<file path="src/rtl/debounced_mux_pkg.sv">
// Shared types and helpers for the debounced channel multiplexer.
package debounced_mux_pkg;

    typedef enum logic {
        ST_IDLE    = 1'b0,
        ST_QUALIFY = 1'b1
    } dmux_state_e;

    // Selector width for a given channel count; never narrower than one bit.
    function automatic int sel_width(input int n);
        int w;
        w = $clog2(n);
        return (w < 1) ? 1 : w;
    endfunction

endpackage

</file>
<file path="src/rtl/debounced_mux_mux_n.sv">
// Combinational N-way channel selector; an out-of-range index yields zero.
module mux_n
    import debounced_mux_pkg::*;
#(
    parameter int N_INPUTS = 4,
    parameter int DATA_W   = 1,
    localparam int SEL_W   = sel_width(N_INPUTS)
) (
    input  logic [N_INPUTS*DATA_W-1:0] data_i,
    input  logic [SEL_W-1:0]           sel_i,
    output logic [DATA_W-1:0]          data_o
);

    // Pick the slice whose index matches the selector.
    always_comb begin
        data_o = '0;
        for (int k = 0; k < N_INPUTS; k++) begin
            if (int'(sel_i) == k) begin
                data_o = data_i[k*DATA_W +: DATA_W];
            end
        end
    end

endmodule

</file>
<file path="src/rtl/debounced_mux.sv">
// Channel multiplexer whose selector must hold a new value for
// STABLE_CYCLES consecutive samples before the switch is committed.
//
// state      | meaning
// -----------+-----------------------------------------------------------
// ST_IDLE    | no candidate; sel_in equals the committed channel or is invalid
// ST_QUALIFY | candidate latched, counting consecutive matching samples
module debounced_mux
    import debounced_mux_pkg::*;
#(
    parameter int N_INPUTS      = 4,
    parameter int DATA_W        = 1,
    parameter int STABLE_CYCLES = 4,
    parameter int RESET_SEL     = 0,
    localparam int SEL_W        = sel_width(N_INPUTS)
) (
    input  logic                       clk,
    input  logic                       rst,
    input  logic [N_INPUTS*DATA_W-1:0] data_in,
    input  logic [SEL_W-1:0]           sel_in,
    output logic [DATA_W-1:0]          data_out,
    output logic [SEL_W-1:0]           sel_active,
    output logic                       change_pulse,
    output logic                       pending,
    output logic [7:0]                 change_count
);

    localparam logic [SEL_W-1:0] RESET_SEL_V = SEL_W'(RESET_SEL);
    localparam logic [7:0]       STABLE_V    = 8'(STABLE_CYCLES);

    dmux_state_e       state_q, state_d;
    logic [SEL_W-1:0]  sel_active_q, sel_active_d;
    logic [SEL_W-1:0]  cand_q, cand_d;
    logic [7:0]        count_q, count_d;
    logic [7:0]        change_count_q, change_count_d;
    logic [DATA_W-1:0] data_out_q;
    logic [DATA_W-1:0] mux_data;
    logic              pulse_q;
    logic              init_q;
    logic              commit;
    logic              sel_valid_new;

    // An out-of-range request behaves exactly like re-requesting the active channel.
    assign sel_valid_new = (int'(sel_in) < N_INPUTS) && (sel_in != sel_active_q);

    mux_n #(
        .N_INPUTS (N_INPUTS),
        .DATA_W   (DATA_W)
    ) u_mux (
        .data_i (data_in),
        .sel_i  (sel_active_q),
        .data_o (mux_data)
    );

    // State and datapath registers; init_q makes the first post-reset edge announce the selection.
    always_ff @(posedge clk) begin
        if (rst) begin
            state_q        <= ST_IDLE;
            sel_active_q   <= RESET_SEL_V;
            cand_q         <= RESET_SEL_V;
            count_q        <= 8'd0;
            change_count_q <= 8'd0;
            data_out_q     <= '0;
            pulse_q        <= 1'b0;
            init_q         <= 1'b1;
        end else begin
            state_q        <= state_d;
            sel_active_q   <= sel_active_d;
            cand_q         <= cand_d;
            count_q        <= count_d;
            change_count_q <= change_count_d;
            data_out_q     <= mux_data;
            pulse_q        <= commit | init_q;
            init_q         <= 1'b0;
        end
    end

    // Next-state logic: qualify a candidate, restart on a different request, abort otherwise.
    always_comb begin
        state_d = state_q;
        cand_d  = cand_q;
        count_d = count_q;
        commit  = 1'b0;
        case (state_q)
            ST_IDLE: begin
                if (sel_valid_new) begin
                    cand_d = sel_in;
                    if (STABLE_CYCLES == 1) begin
                        commit  = 1'b1;
                        count_d = 8'd0;
                    end else begin
                        count_d = 8'd1;
                        state_d = ST_QUALIFY;
                    end
                end
            end
            ST_QUALIFY: begin
                // The candidate can never equal sel_active, so a match is always valid-new.
                if (sel_in == cand_q) begin
                    if (count_q + 8'd1 == STABLE_V) begin
                        commit  = 1'b1;
                        count_d = 8'd0;
                        state_d = ST_IDLE;
                    end else begin
                        count_d = count_q + 8'd1;
                    end
                end else if (sel_valid_new) begin
                    cand_d  = sel_in;
                    count_d = 8'd1;
                end else begin
                    count_d = 8'd0;
                    state_d = ST_IDLE;
                end
            end
            default: begin
                count_d = 8'd0;
                state_d = ST_IDLE;
            end
        endcase
        sel_active_d   = commit ? cand_d : sel_active_q;
        change_count_d = commit ? change_count_q + 8'd1 : change_count_q;
    end

    // Output decode.
    always_comb begin
        pending = (state_q == ST_QUALIFY);
    end

    assign sel_active   = sel_active_q;
    assign data_out     = data_out_q;
    assign change_pulse = pulse_q;
    assign change_count = change_count_q;

endmodule

</file>
<file path="config.mk">
export PLATFORM = sky130hd
export DESIGN_NAME = debounced_mux
export DESIGN_NICKNAME = d
export VERILOG_FILES = /design/src/rtl/debounced_mux_pkg.sv /design/src/rtl/debounced_mux_mux_n.sv /design/src/rtl/debounced_mux.sv
export SDC_FILE = /design/constraint.sdc
export NUM_CORES = 1
export LEC_CHECK = 0
export CAP_MARGIN = 40
export CORE_ASPECT_RATIO = 1.1
export CORE_MARGIN = 4
export CORE_UTILIZATION = 58
export CTS_BUF_LIST = sky130_fd_sc_hd__clkbuf_4 sky130_fd_sc_hd__clkbuf_8
export CTS_CLUSTER_SIZE = 28
export DETAILED_ROUTE_END_ITERATION = 10
export PLACE_DENSITY = 0.86
export SLEW_MARGIN = 30
export SYNTH_ARGS = -nofsm -noshare
export SYNTH_HDL_FRONTEND = slang
export SYNTH_SLANG_ARGS = --single-unit
export TNS_END_PERCENT = 10
</file>
<file path="constraint.sdc">
create_clock -name clk -period 4.9 [get_ports clk]
set_clock_uncertainty 0.2 [all_clocks]
set_input_delay 0.49 -clock clk [delete_from_list [all_inputs] [get_ports clk]]
set_output_delay 0.49 -clock clk [all_outputs]
set_load 0.005 [all_outputs]
</file>
Yosys cells after proc, flatten, opt, wreduce, memory -nomap -nowiden
Cells that the tools add are included.

storage, ports and cells
  logic and storage cells = 40
  ROM bits = 0
  bits of input ports = 8
  output and inout port bits = 13
  bits in writable memories = 0
  flip-flop bits (word level) = 24
  memories kept = 0
  bits in latches = 0

cells by class
  muxes and demuxes = 20
  reductions and logical operators = 1
  shift-type cells = 0
  $mul = 0
  bitwise gates (word level) = 2
  add/sub/neg operators = 2
  magnitude comparators = 0
  divide/modulo/power cells = 0
  eq/ne operators = 7

operator list
  cell                                                                    number
  8-bit two-way mux                                                       3
  8-bit by 1-bit adder with 8-bit output (second input constant)          2
  8-bit one-hot mux with 2 select lines                                   1
  1-bit two-way mux                                                       12
  8-bit by 3-bit equality test with 1-bit output (second input constant)  1
  2-bit equality test (second input constant)                             2
  2-bit two-way mux                                                       2
  2-bit one-hot mux with 2 select lines                                   1
  2-bit by 1-bit equality test with 1-bit output (second input constant)  1
  2-bit equality test                                                     1
  2-bit zero test                                                         1
  2-bit inequality test                                                   1
  2-bit inequality test (second input constant)                           1
  1-bit one-hot mux with 2 select lines                                   1
  1-bit inverter                                                          1
  1-bit bitwise OR                                                        1

Depth between registers and ports, before layout
Gate-level depths: netlist (run 1).

  depth after elaboration = 6
  depth in mapped cells = 8
  gate-level depth less buffers = 7

Modules after synthesis
Synthesis (run 1) repeated with hierarchy kept, for this count alone.

second synthesis, totals
  cell total of the unflattened synthesis = 149
  area, all modules = 1322.5 µm²

modules (own cells, without submodules)
  module         instances  cells an instance  seq. area each (µm²)  area each (µm²)
  debounced_mux  1          148                480.5                 1300.0
  mux_n          1          1                  0.0                   22.5

Least setup slack after synthesis (run 1)
No wires, ideal clock.

  path kind = register to register
  start = register count_q[1]
  end = register change_count_q[6] (netlist: change_count[6])
  library setup time = 0.121 ns
  arrival = 2.106 ns
  required time = 4.579 ns
  clock period less this slack = 2.427 ns
  path buffers = 1
  cell stages (with the launch flop) = 9
  path slack = 2.473 ns
  cell sequence = dfxtp_1 ha_1 nand3_1 a2111oi_2 a211oi_1 or2_0 buf_2 nor3_1 mux2_2

between the ends
  longest elaborated chain between the ends = 5

ends and longest elaborated chain
  element                                         line                  text
  start, declared                                 debounced_mux.sv:34   logic [7:0] count_q, count_d;
  start signal, assigned                          debounced_mux.sv:70   count_q <= count_d;
  8-bit by 1-bit adder with 8-bit output          debounced_mux.sv:100  if (count_q + 8'd1 == STABLE_V) begin
  8-bit by 3-bit equality test with 1-bit output  debounced_mux.sv:100
  1-bit two-way mux                               debounced_mux.sv:100
  1-bit two-way mux                               debounced_mux.sv:99   if (sel_in == cand_q) begin
  1-bit two-way mux                               debounced_mux.sv:84   case (state_q)
  end signal, assigned                            debounced_mux.sv:71   change_count_q <= change_count_d;
  end, declared                                   debounced_mux.sv:35   logic [7:0] change_count_q, change_count_d;

Every way passes these cells.
A chain may end at the register's enable or synchronous reset.

Final worst setup path (run 1)
  start = register count_q[0]
  end = register change_count_q[6] (netlist: change_count[6])

Same word-level chain as after synthesis.

==> results of run 1 <==
==> metal layers <==
metal  vias up  part of all wire (%)
met1       556                    43
li1        565                     -
met5         -                     0
met2        25                    52
met4         0                   1.1
met3         4                   3.4
==> placed cells by master (no fill, tap or decap), types with 4 or more instances in the layout <==
cell             Yosys  layout
dfxtp_1             24      24
clkdlybuf4s50_1      0      20
nor2_1              16      16
a21oi_1             12      12
nand2_1             11      11
nand3b_1             7       7
o21ai_0              6       6
nor3_1               5       5
nor2b_1              5       5
nand3_1              5       5
xor2_1               4       4
inv_1                4       4
==> Yosys cell counts, drive strengths merged <==
cell	n
dlygate4sd1	1
nand3b	7
mux2i	2
inv	4
nor2b	5
xor2	4
mux2	1
dfxtp	24
o21ai	6
xnor2	2
a211oi	2
and2b	1
a21o	1
a2111oi	1
a31o	1
or3	5
o22ai	1
a32oi	1
and2	1
ha	3
clkbuf	2
nor3	6
nand4	3
a21oi	12
mux4	1
nor4	1
nand3	5
o221ai	1
nor2	16
a21boi	1
a21bo	2
or2	1
or4	1
buf	2
nand2	11
and4b	1
nor4b	1
and3	5
nand2b	1
o211ai	1
==> critical path, delay by kind of cell (launching register included) <==
family	cells	cell delay [ns]
multiplexers	1	0.29
adder cells (fa/ha/maj)	1	0.29
AO/OA/AOI/OAI	1	0.55
flip-flops	1	0.60
AND/OR/NAND/NOR	4	0.87
==> power by group <==
part	total, W	switching (W)	internal [W]
sequential	0.000204	0.00000505	0.000199
combinational	0.0000292	0.0000145	0.0000146
clock	0.000104	0.0000590	0.0000453
==> cells by family after synthesis <==
| logic type | Yosys count | share of synthesized area [%] |
|---|---|---|
| and+or+nand+nor | 71 | 31.18 |
| AOI/OAI and AO/OA | 30 | 15.99 |
| DFF | 24 | 38.13 |
| buffers and inverters | 9 | 3.277 |
| xor gates and xnor gates | 6 | 4.171 |
| muxes | 4 | 4.270 |
| adders and majority gates | 3 | 2.979 |
==> stage by stage <==
stage / setup slack (ns) / area [um^2] / utilization (%) / std cells
2_1_floorplan: 2.473 / 1260 / - / 147
3_3_place_gp: 1.994 / 1469 / 71.94 / 190
3_5_place_dp: 1.930 / 1469 / 71.94 / 190
4_1_cts: 2.042 / 1505 / 73.71 / 194
5_1_grt: 1.782 / 1516 / 74.26 / 195
6_report: 2.016 / 1516 / 74.26 / 195
==> worst paths after layout <==
| check | startpoint | endpoint | slack [ns] | depth (start not counted) |
|---|---|---|---|---|
| worst max-delay path | count_q[0] | change_count[6] | 2.02 | 7 |
| worst min-delay path | init_q | change_pulse | 0.27 | 2 |
| worst max register to register | count_q[0] | change_count[6] | 2.02 | 7 |
| worst min register to register | init_q | change_pulse | 0.27 | 2 |
==> flip-flops by register name, summed over array words and instances, names as in the netlist <==
name          cells
cand_q            2
change_count      8
change_pulse      1
count_q           8
data_out          1
init_q            1
pending           1
sel_active        2
==> layout make-up <==
| type | count | area, um^2 | area share [%] |
|---|---|---|---|
| Multi-Input combinational cell | 114 | 738.2 | 48.68 |
| Inverter | 4 | 15.01 | 0.9901 |
| Clock buffer | 4 | 36.28 | 2.393 |
| Sequential cell | 24 | 480.5 | 31.68 |
| Timing Repair Buffer | 21 | 211.5 | 13.94 |
| Tap cell | 28 | 35.03 | 2.310 |
==> impl_metrics.tcl, run 1 <==
set metrics [dict create \
    io_buffers 20 \
    start_util_pct 61.70 \
    setup_viol 0 \
    worstPathArrival_ns 2.90 \
    syn-num-nets 158 \
    place_congestion 0.8138 \
    postRouteWirelength_um 2813 \
    numClockSinks 24 \
    grt_pass1_vias 1100 \
    seq_area_frac_synth_pct 38.13 \
    ios 21 \
    synth_warnings 0 \
    critPathSlowestCell "dfxtp_1" \
    rsz0062_at_grt "no" \
    dieWidth_um 52.44 \
    grt_max_degree 26 \
    use_met3_pct 3.448 \
    rows 17 \
    cts_resized 0 \
    numCtsBuffers 3 \
    critPathKind "flip-flop to flip-flop" \
    post_drt_wl_per_cell_um 14.43 \
    die_h_um 56.89 \
    area.growth.synth_to_final_pct 20.36 \
    max-cap-violations 0 \
    critical_path_required_ns 4.91 \
    core_area_um2 2042 \
    syn_inst 147 \
    crit_chain "ha_1 > and3_2 > nand3_1 > a211oi_1 > or2_0 > nor3_1 > mux2_2" \
    ant_nets 0 \
    grt_overflow 0 \
    fill_cells 161 \
    drc 0 \
    vias_per_cell 5.897 \
    final_nets 179 \
    cts_max_path_buffers 2 \
    grt_pass1_wl_um 4843 \
    outcome "finished clean" \
    slew_headroom_pct 50.86 \
    power.total_w 0.0003377 \
    fmax_mhz 346.7 \
    p_per_area_nw_per_um2 222.7 \
    antenna_cells 0 \
    hold_class "flip-flop to flip-flop" \
    place_hpwl_um 2074 \
    die_area_um2 2983 \
    fin_crit_ns 2.884 \
    post_synth.cell_area_avg_um2 8.571 \
    via_count 1150 \
    p_leak_nw 0.5497 \
    maxSlewViolCount 0 \
    cts_hold_buffers 0 \
    grt-busiest-layer "met2" \
    cts.clk_slew.worst_paths_ns 0.14 \
    antenna_found_initial 0 \
    whs_ns 0.2748 \
    tns_ns 0 \
    cpPeakStageDelay_ns 0.60 \
    use_met1_pct 27.87 \
    gr-usage-met2_pct 33.33 \
    drt-pass1-iter-count 4 \
    grt_usage_pct 20.56 \
    synth_top_area_share_pct 38.13 \
    ys_ff_latch 24 \
    cts.root.buffer_cell "clkbuf_4" \
    finalHoldViolCount 0 \
    ir_drop_mv 0.2925 \
    cts_tree "yes" \
    crit_fanout 11 \
    post-route-period-util_pct 58.87 \
    startpoint_type "flip-flop" \
    tightest_slew_ns 0.7314 \
    synthTopCellsByArea "dfxtp_1 38%, a21oi_1 4.8%, nor2_1 4.8%, nand3b_1 4.2%, nand2_1 3.3%" \
    h-tree-depth 1 \
    drive_gt1_share_pct 11.38 \
    end_kind "flip-flop" \
    insertion_delay_ns 0.31 \
    post_cts_buffers 0 \
    yosysTopAreaCell "dfxtp_1" \
    synth_cell_types 43 \
    synth_area_um2 1260 \
    drtIter0Drc 25 \
]
Power figures use the tool's default switching activity.
==> run 2: changes to the inputs <==
--- a/config.mk
+++ b/config.mk
@@ -8,11 +8,11 @@
 export CAP_MARGIN = 40
 export CORE_ASPECT_RATIO = 1.1
 export CORE_MARGIN = 4
-export CORE_UTILIZATION = 58
+export CORE_UTILIZATION = 54
 export CTS_BUF_LIST = sky130_fd_sc_hd__clkbuf_4 sky130_fd_sc_hd__clkbuf_8
 export CTS_CLUSTER_SIZE = 28
 export DETAILED_ROUTE_END_ITERATION = 10
-export PLACE_DENSITY = 0.86
+export PLACE_DENSITY = 0.81
 export SLEW_MARGIN = 30
 export SYNTH_ARGS = -nofsm -noshare
 export SYNTH_HDL_FRONTEND = slang
==> constraint.sdc (replaced) <==
create_clock -name clk -period 2.7 [get_ports clk]
set_clock_uncertainty 0.2 [all_clocks]
set_input_delay 0.27 -clock clk [delete_from_list [all_inputs] [get_ports clk]]
set_output_delay 0.27 -clock clk [all_outputs]
set_load 0.005 [all_outputs]
==> run 2 against run 1 <==
Compared with the run above:
- power rose by 82%
- cell area rose by 2.9%
- routed wire length fell by 1.1%
- largest power group unchanged
==> impl_metrics.tcl, run 2 (synthesized netlist as in run 1, its figures left out) <==
set metrics [dict create \
    outcome "finished clean" \
    min_to "change_pulse" \
    layout_commonest_cell "dfxtp_1" \
    crit_chain "ha_1 > nand3_1 > a2111oi_2 > a211oi_1 > nor4b_1 > a31o_2 > a21oi_1" \
    insertion_delay_ns 0.31 \
    cts.root.buffer_cell "clkbuf_4" \
    via_count 1150 \
    numClockSinks 24 \
    p_per_area_nw_per_um2 392.9 \
    crit_fanout 5 \
    ant_nets 0 \
    core_area_um2 2230 \
    reg2regPathDepth 7 \
    rows 18 \
    cts_resized 0 \
    die_area_um2 3171 \
    fin_crit_ns 2.422 \
    final_cells 203 \
    rsz0062_at_grt "no" \
    fill_cells 175 \
    drive_gt1_share_pct 14.45 \
    postRouteWirelength_um 2783 \
    final_nets 185 \
    place_congestion 0.7283 \
    maxSlewViolCount 0 \
    rr_startpoint "count_q[0]" \
    finalHoldViolCount 0 \
    cts_hold_buffers 0 \
    grt_usage_pct 19.75 \
    crit_start "count_q[0]" \
    ir_drop_mv 0.3956 \
    worstHoldStart "init_q" \
    post_drt_wl_per_cell_um 13.71 \
    critical_path_required_ns 2.70 \
    post_cts_buffers 0 \
    r2r_setup_slack_ns 0.28 \
    setup_viol 0 \
    h-tree-depth 1 \
    grt_max_degree 17 \
    worstPathArrival_ns 2.42 \
    drtIter0Drc 34 \
    hold_class "flip-flop to flip-flop" \
    die_h_um 58.66 \
    end_kind "flip-flop" \
    use_met3_pct 3.291 \
    tns_ns 0 \
    start_util_pct 56.51 \
    drc 0 \
    power.total_w 0.0006131 \
    cts_max_path_buffers 2 \
    gr-usage-met2_pct 38.24 \
    final_cell_mix "24 x dfxtp_1, 20 x clkdlybuf4s50_1, 16 x nor2_1" \
    startpoint_type "flip-flop" \
    placed_area_um2 1524 \
    cts_tree "yes" \
    place_hpwl_um 2128 \
    critPathSlowestCell "nor4b_1" \
    io_buffers 20 \
    cp_num_buf_inv 0 \
    post-route-period-util_pct 89.72 \
    whs_ns 0.2865 \
    drt-pass1-iter-count 4 \
    r2r_end "change_count[5]" \
    slew_headroom_pct 58.53 \
    grt_pass1_wl_um 4712 \
    fmax_mhz 412.8 \
    cts.clk_slew.worst_paths_ns 0.13 \
    antenna_found_initial 0 \
    tightest_slew_ns 0.6183 \
    grt_overflow 0 \
    critPathTopFamily "compound AO/OA/AOI/OAI gates" \
    critPathKind "flip-flop to flip-flop" \
    design_area_um2 1560 \
    dieWidth_um 54.06 \
    grt-busiest-layer "met2" \
    vias_per_cell 5.665 \
    worstHoldPathCells 2 \
    use_met1_pct 22.19 \
    antenna_cells 0 \
    ios 21 \
    numCtsBuffers 3 \
    grt_pass1_vias 1129 \
    p_leak_nw 0.5780 \
    cpPeakStageDelay_ns 0.57 \
    placedCellCount 199 \
    area.growth.synth_to_final_pct 23.83 \
    max-cap-violations 0 \
]
==> run 2: changes by cell type in the layout (fill, tap and decap cells not counted) <==
| cell | before | now |
|---|---|---|
| buf_4 | 0 | 7 |
| buf_6 | 1 | 0 |
==> run 2: how the worst max path moves through the flow <==
stage          cells after the start         endpoint  slack [ns]
2_1_floorplan                      8  change_count[6]        0.27
3_3_place_gp                       7  change_count[7]        0.23
3_5_place_dp                       7  change_count[7]        0.18
4_1_cts                            7  change_count[5]        0.28
5_1_grt                            7  change_count[5]        0.11
6_report                           7  change_count[5]        0.28
==> run 2: metrics by stage <==
step                util, %  worst slack [ns]
floorplan                 -            0.2734
global placement      68.35            0.2348
CTS                   69.98            0.2771
global route          69.98            0.1117
finish                69.98            0.2776
detailed placement    68.35            0.1794
==> run 2: area by class of cell <==
type	count	area, um^2	share of cell area [%]
clock buffer	4	36.28	2.326
inverter	4	15.01	0.9623
multi-input combinational	114	738.2	47.31
sequential	24	480.5	30.79
tap	30	37.54	2.406
timing repair buffer	27	252.7	16.20
==> run 2: layer usage <==
metal	part of all wire, %	up-vias	routed length (um)
met2	56	20	1550
met1	41	545	1145
met5	0	-	0
met3	2.6	2	73
met4	0.50	0	14
li1	-	583	-
==> run 2: where the power goes <==
part | internal, W | switching (W) | total [W]
Combinational | 0.0000303 | 0.0000323 | 0.0000625
Sequential | 0.000361 | 0.00000429 | 0.000366
Clock | 0.0000823 | 0.000103 | 0.000185
==> run 2: worst reg2reg max path, cell delays in order (launching register included) <==
cell	delay, ns
dfxtp_1	0.37
ha_1	0.20
nand3_1	0.14
a2111oi_2	0.36
a211oi_1	0.16
nor4b_1	0.57
a31o_2	0.25
a21oi_1	0.07
==> run 3: changes to the inputs <==
--- a/config.mk
+++ b/config.mk
@@ -7,12 +7,11 @@
 export LEC_CHECK = 0
 export CAP_MARGIN = 40
 export CORE_ASPECT_RATIO = 1.1
-export CORE_MARGIN = 4
-export CORE_UTILIZATION = 54
+export CORE_MARGIN = 2
+export CORE_UTILIZATION = 40
 export CTS_BUF_LIST = sky130_fd_sc_hd__clkbuf_4 sky130_fd_sc_hd__clkbuf_8
 export CTS_CLUSTER_SIZE = 28
 export DETAILED_ROUTE_END_ITERATION = 10
-export PLACE_DENSITY = 0.81
 export SLEW_MARGIN = 30
 export SYNTH_ARGS = -nofsm -noshare
 export SYNTH_HDL_FRONTEND = slang
==> run 3 against run 2 <==
Compared with the run above:
- power increased by 0.94%
- critical path depth increased by 1
- cell area increased by 0.80%
- non-clock buffer count increased by 1
- routed wire length increased by 0.97%
- worst setup slack got worse by 0.040 ns
- core utilization decreased by 18 points
- fmax decreased by 1.6%
- largest cell class unchanged
- highest routed layer unchanged
==> impl_metrics.tcl, run 3 (synthesized netlist as in run 1, its figures left out) <==
set metrics [dict create \
    r2r_end "change_count[5]" \
    cts_tree "yes" \
    setup_viol 0 \
    core_area_um2 3022 \
    min_to "change_pulse" \
    power_frac_clock_pct 31.0 \
    crit_start "count_q[0]" \
    fin_crit_ns 2.462 \
    fmax_mhz 406.1 \
    critPathKind "flip-flop to flip-flop" \
    grt_max_degree 17 \
    fin_util_pct 52.05 \
    antenna_found_initial 0 \
    drive_gt1_share_pct 14.94 \
    crit_fanout 5 \
    area.growth.synth_to_final_pct 24.83 \
    cts_resized 0 \
    drt-pass1-iter-count 4 \
    combPwrFrac_pct 9.9 \
    worstHoldStart "init_q" \
    vias_per_cell 5.457 \
    tns_ns 0 \
    final_cell_mix "24 x dfxtp_1, 20 x clkdlybuf4s50_1, 16 x nor2_1" \
    numClockSinks 24 \
    maxSlewViolCount 0 \
    h-tree-depth 1 \
    antenna_cells 0 \
    ant_nets 0 \
    startpoint_type "flip-flop" \
    rsz0062_at_grt "no" \
    max-cap-violations 0 \
    drc 0 \
    tightest_slew_ns 0.7128 \
    io_buffers 20 \
    regArea_um2 480.5 \
    p_sw_w 0.0001450 \
    layout_commonest_cell "dfxtp_1" \
    start_util_pct 41.70 \
    fill_cells 296 \
    grt_pass1_vias 1195 \
    worstHoldPathCells 2 \
    place_congestion 0.7621 \
    rows 21 \
    via_count 1135 \
    insertion_delay_ns 0.31 \
    worstPathArrival_ns 2.51 \
    placed_area_um2 1536 \
    hold_class "flip-flop to flip-flop" \
    post-route-period-util_pct 91.19 \
    place_hpwl_um 2088 \
    design_area_um2 1573 \
    critical_path_required_ns 2.75 \
    end_kind "flip-flop" \
    slew_headroom_pct 52.19 \
    grt_overflow 0 \
    finalHoldViolCount 0 \
    p_leak_nw 0.5835 \
    ir_drop_mv 0.2672 \
    reg2regPathDepth 8 \
    p_sw_share_pct 23.43 \
    grt_pass1_wl_um 5023 \
    drtIter0Drc 65 \
    cts.clk_slew.worst_paths_ns 0.13 \
    p_per_area_nw_per_um2 393.5 \
    grt_usage_pct 17.05 \
    r2r_setup_slack_ns 0.24 \
    final_nets 186 \
    numCtsBuffers 3 \
    die_h_um 62.87 \
    die_area_um2 3615 \
    multi_input_area_um2 738.2 \
    post_drt_wl_per_cell_um 13.51 \
    cts_hold_buffers 0 \
    seqPwrFrac_pct 59.0 \
    ios 21 \
    outcome "finished clean" \
    cts_max_path_buffers 2 \
    p_int_w 0.0004738 \
    postRouteWirelength_um 2810 \
    post_cts_buffers 0 \
    rr_startpoint "count_q[0]" \
    dieWidth_um 57.51 \
    cts.root.buffer_cell "clkbuf_4" \
]
[run 3: worst max-delay path by stage]
| stage | end | cells past startpoint |
|---|---|---|
| after floorplan | change_count[6] | 8 |
| after global placement | change_count[7] | 7 |
| after detailed placement | change_count[7] | 7 |
| after CTS | change_count[5] | 8 |
| after global routing | change_count[5] | 8 |
| final | change_count[5] | 8 |
[run 3: critical path: stages, from the launching register on]
cell and delay (ns):
dfxtp_1 0.36, ha_1 0.20, and3_2 0.24, nand3_1 0.12
a211oi_1 0.62, nor4b_1 0.14, buf_4 0.19, a31o_2 0.22
a21oi_1 0.11
[run 3: routing by layer]
metal | track usage [%] | up-vias | wire length (um)
met4 | 5.814 | 0 | 29
li1 | - | 585 | -
met5 | 0 | - | 0
met1 | 20.84 | 526 | 1344
met2 | 30.26 | 20 | 1373
met3 | 1.863 | 4 | 62
[run 3: metrics by stage]
step	power, W	instances	hold WS, ns	setup slack (ns)
final	0.0006188	208	0.2569	0.2378
after CTS	0.0006276	208	0.2601	0.2772
after global placement	0.0004341	204	0.2276	0.3121
after global routing	0.0006471	208	0.3038	0.09772
after detailed placement	0.0004354	204	0.2339	0.2455
after floorplan	0.0004053	147	0.09772	0.2734
[run 3: layout make-up]
cell class              instances  share of cell area (%)
clock buffers                   4                   2.307
inverters                       4                  0.9547
multi-input cells             114                   46.94
flip-flops and latches         24                   30.55
well taps                      34                   2.705
repair buffers                 28                   16.55
[run 3: power by group through the flow]
stage	Clock (W)	Sequential, W	Combinational, W
after floorplan	0	0.000374	0.0000316
after global placement	0	0.000373	0.0000610
after detailed placement	0	0.000373	0.0000622
after CTS	0.000200	0.000366	0.0000625
after global routing	0.000212	0.000366	0.0000689
final	0.000192	0.000365	0.0000615
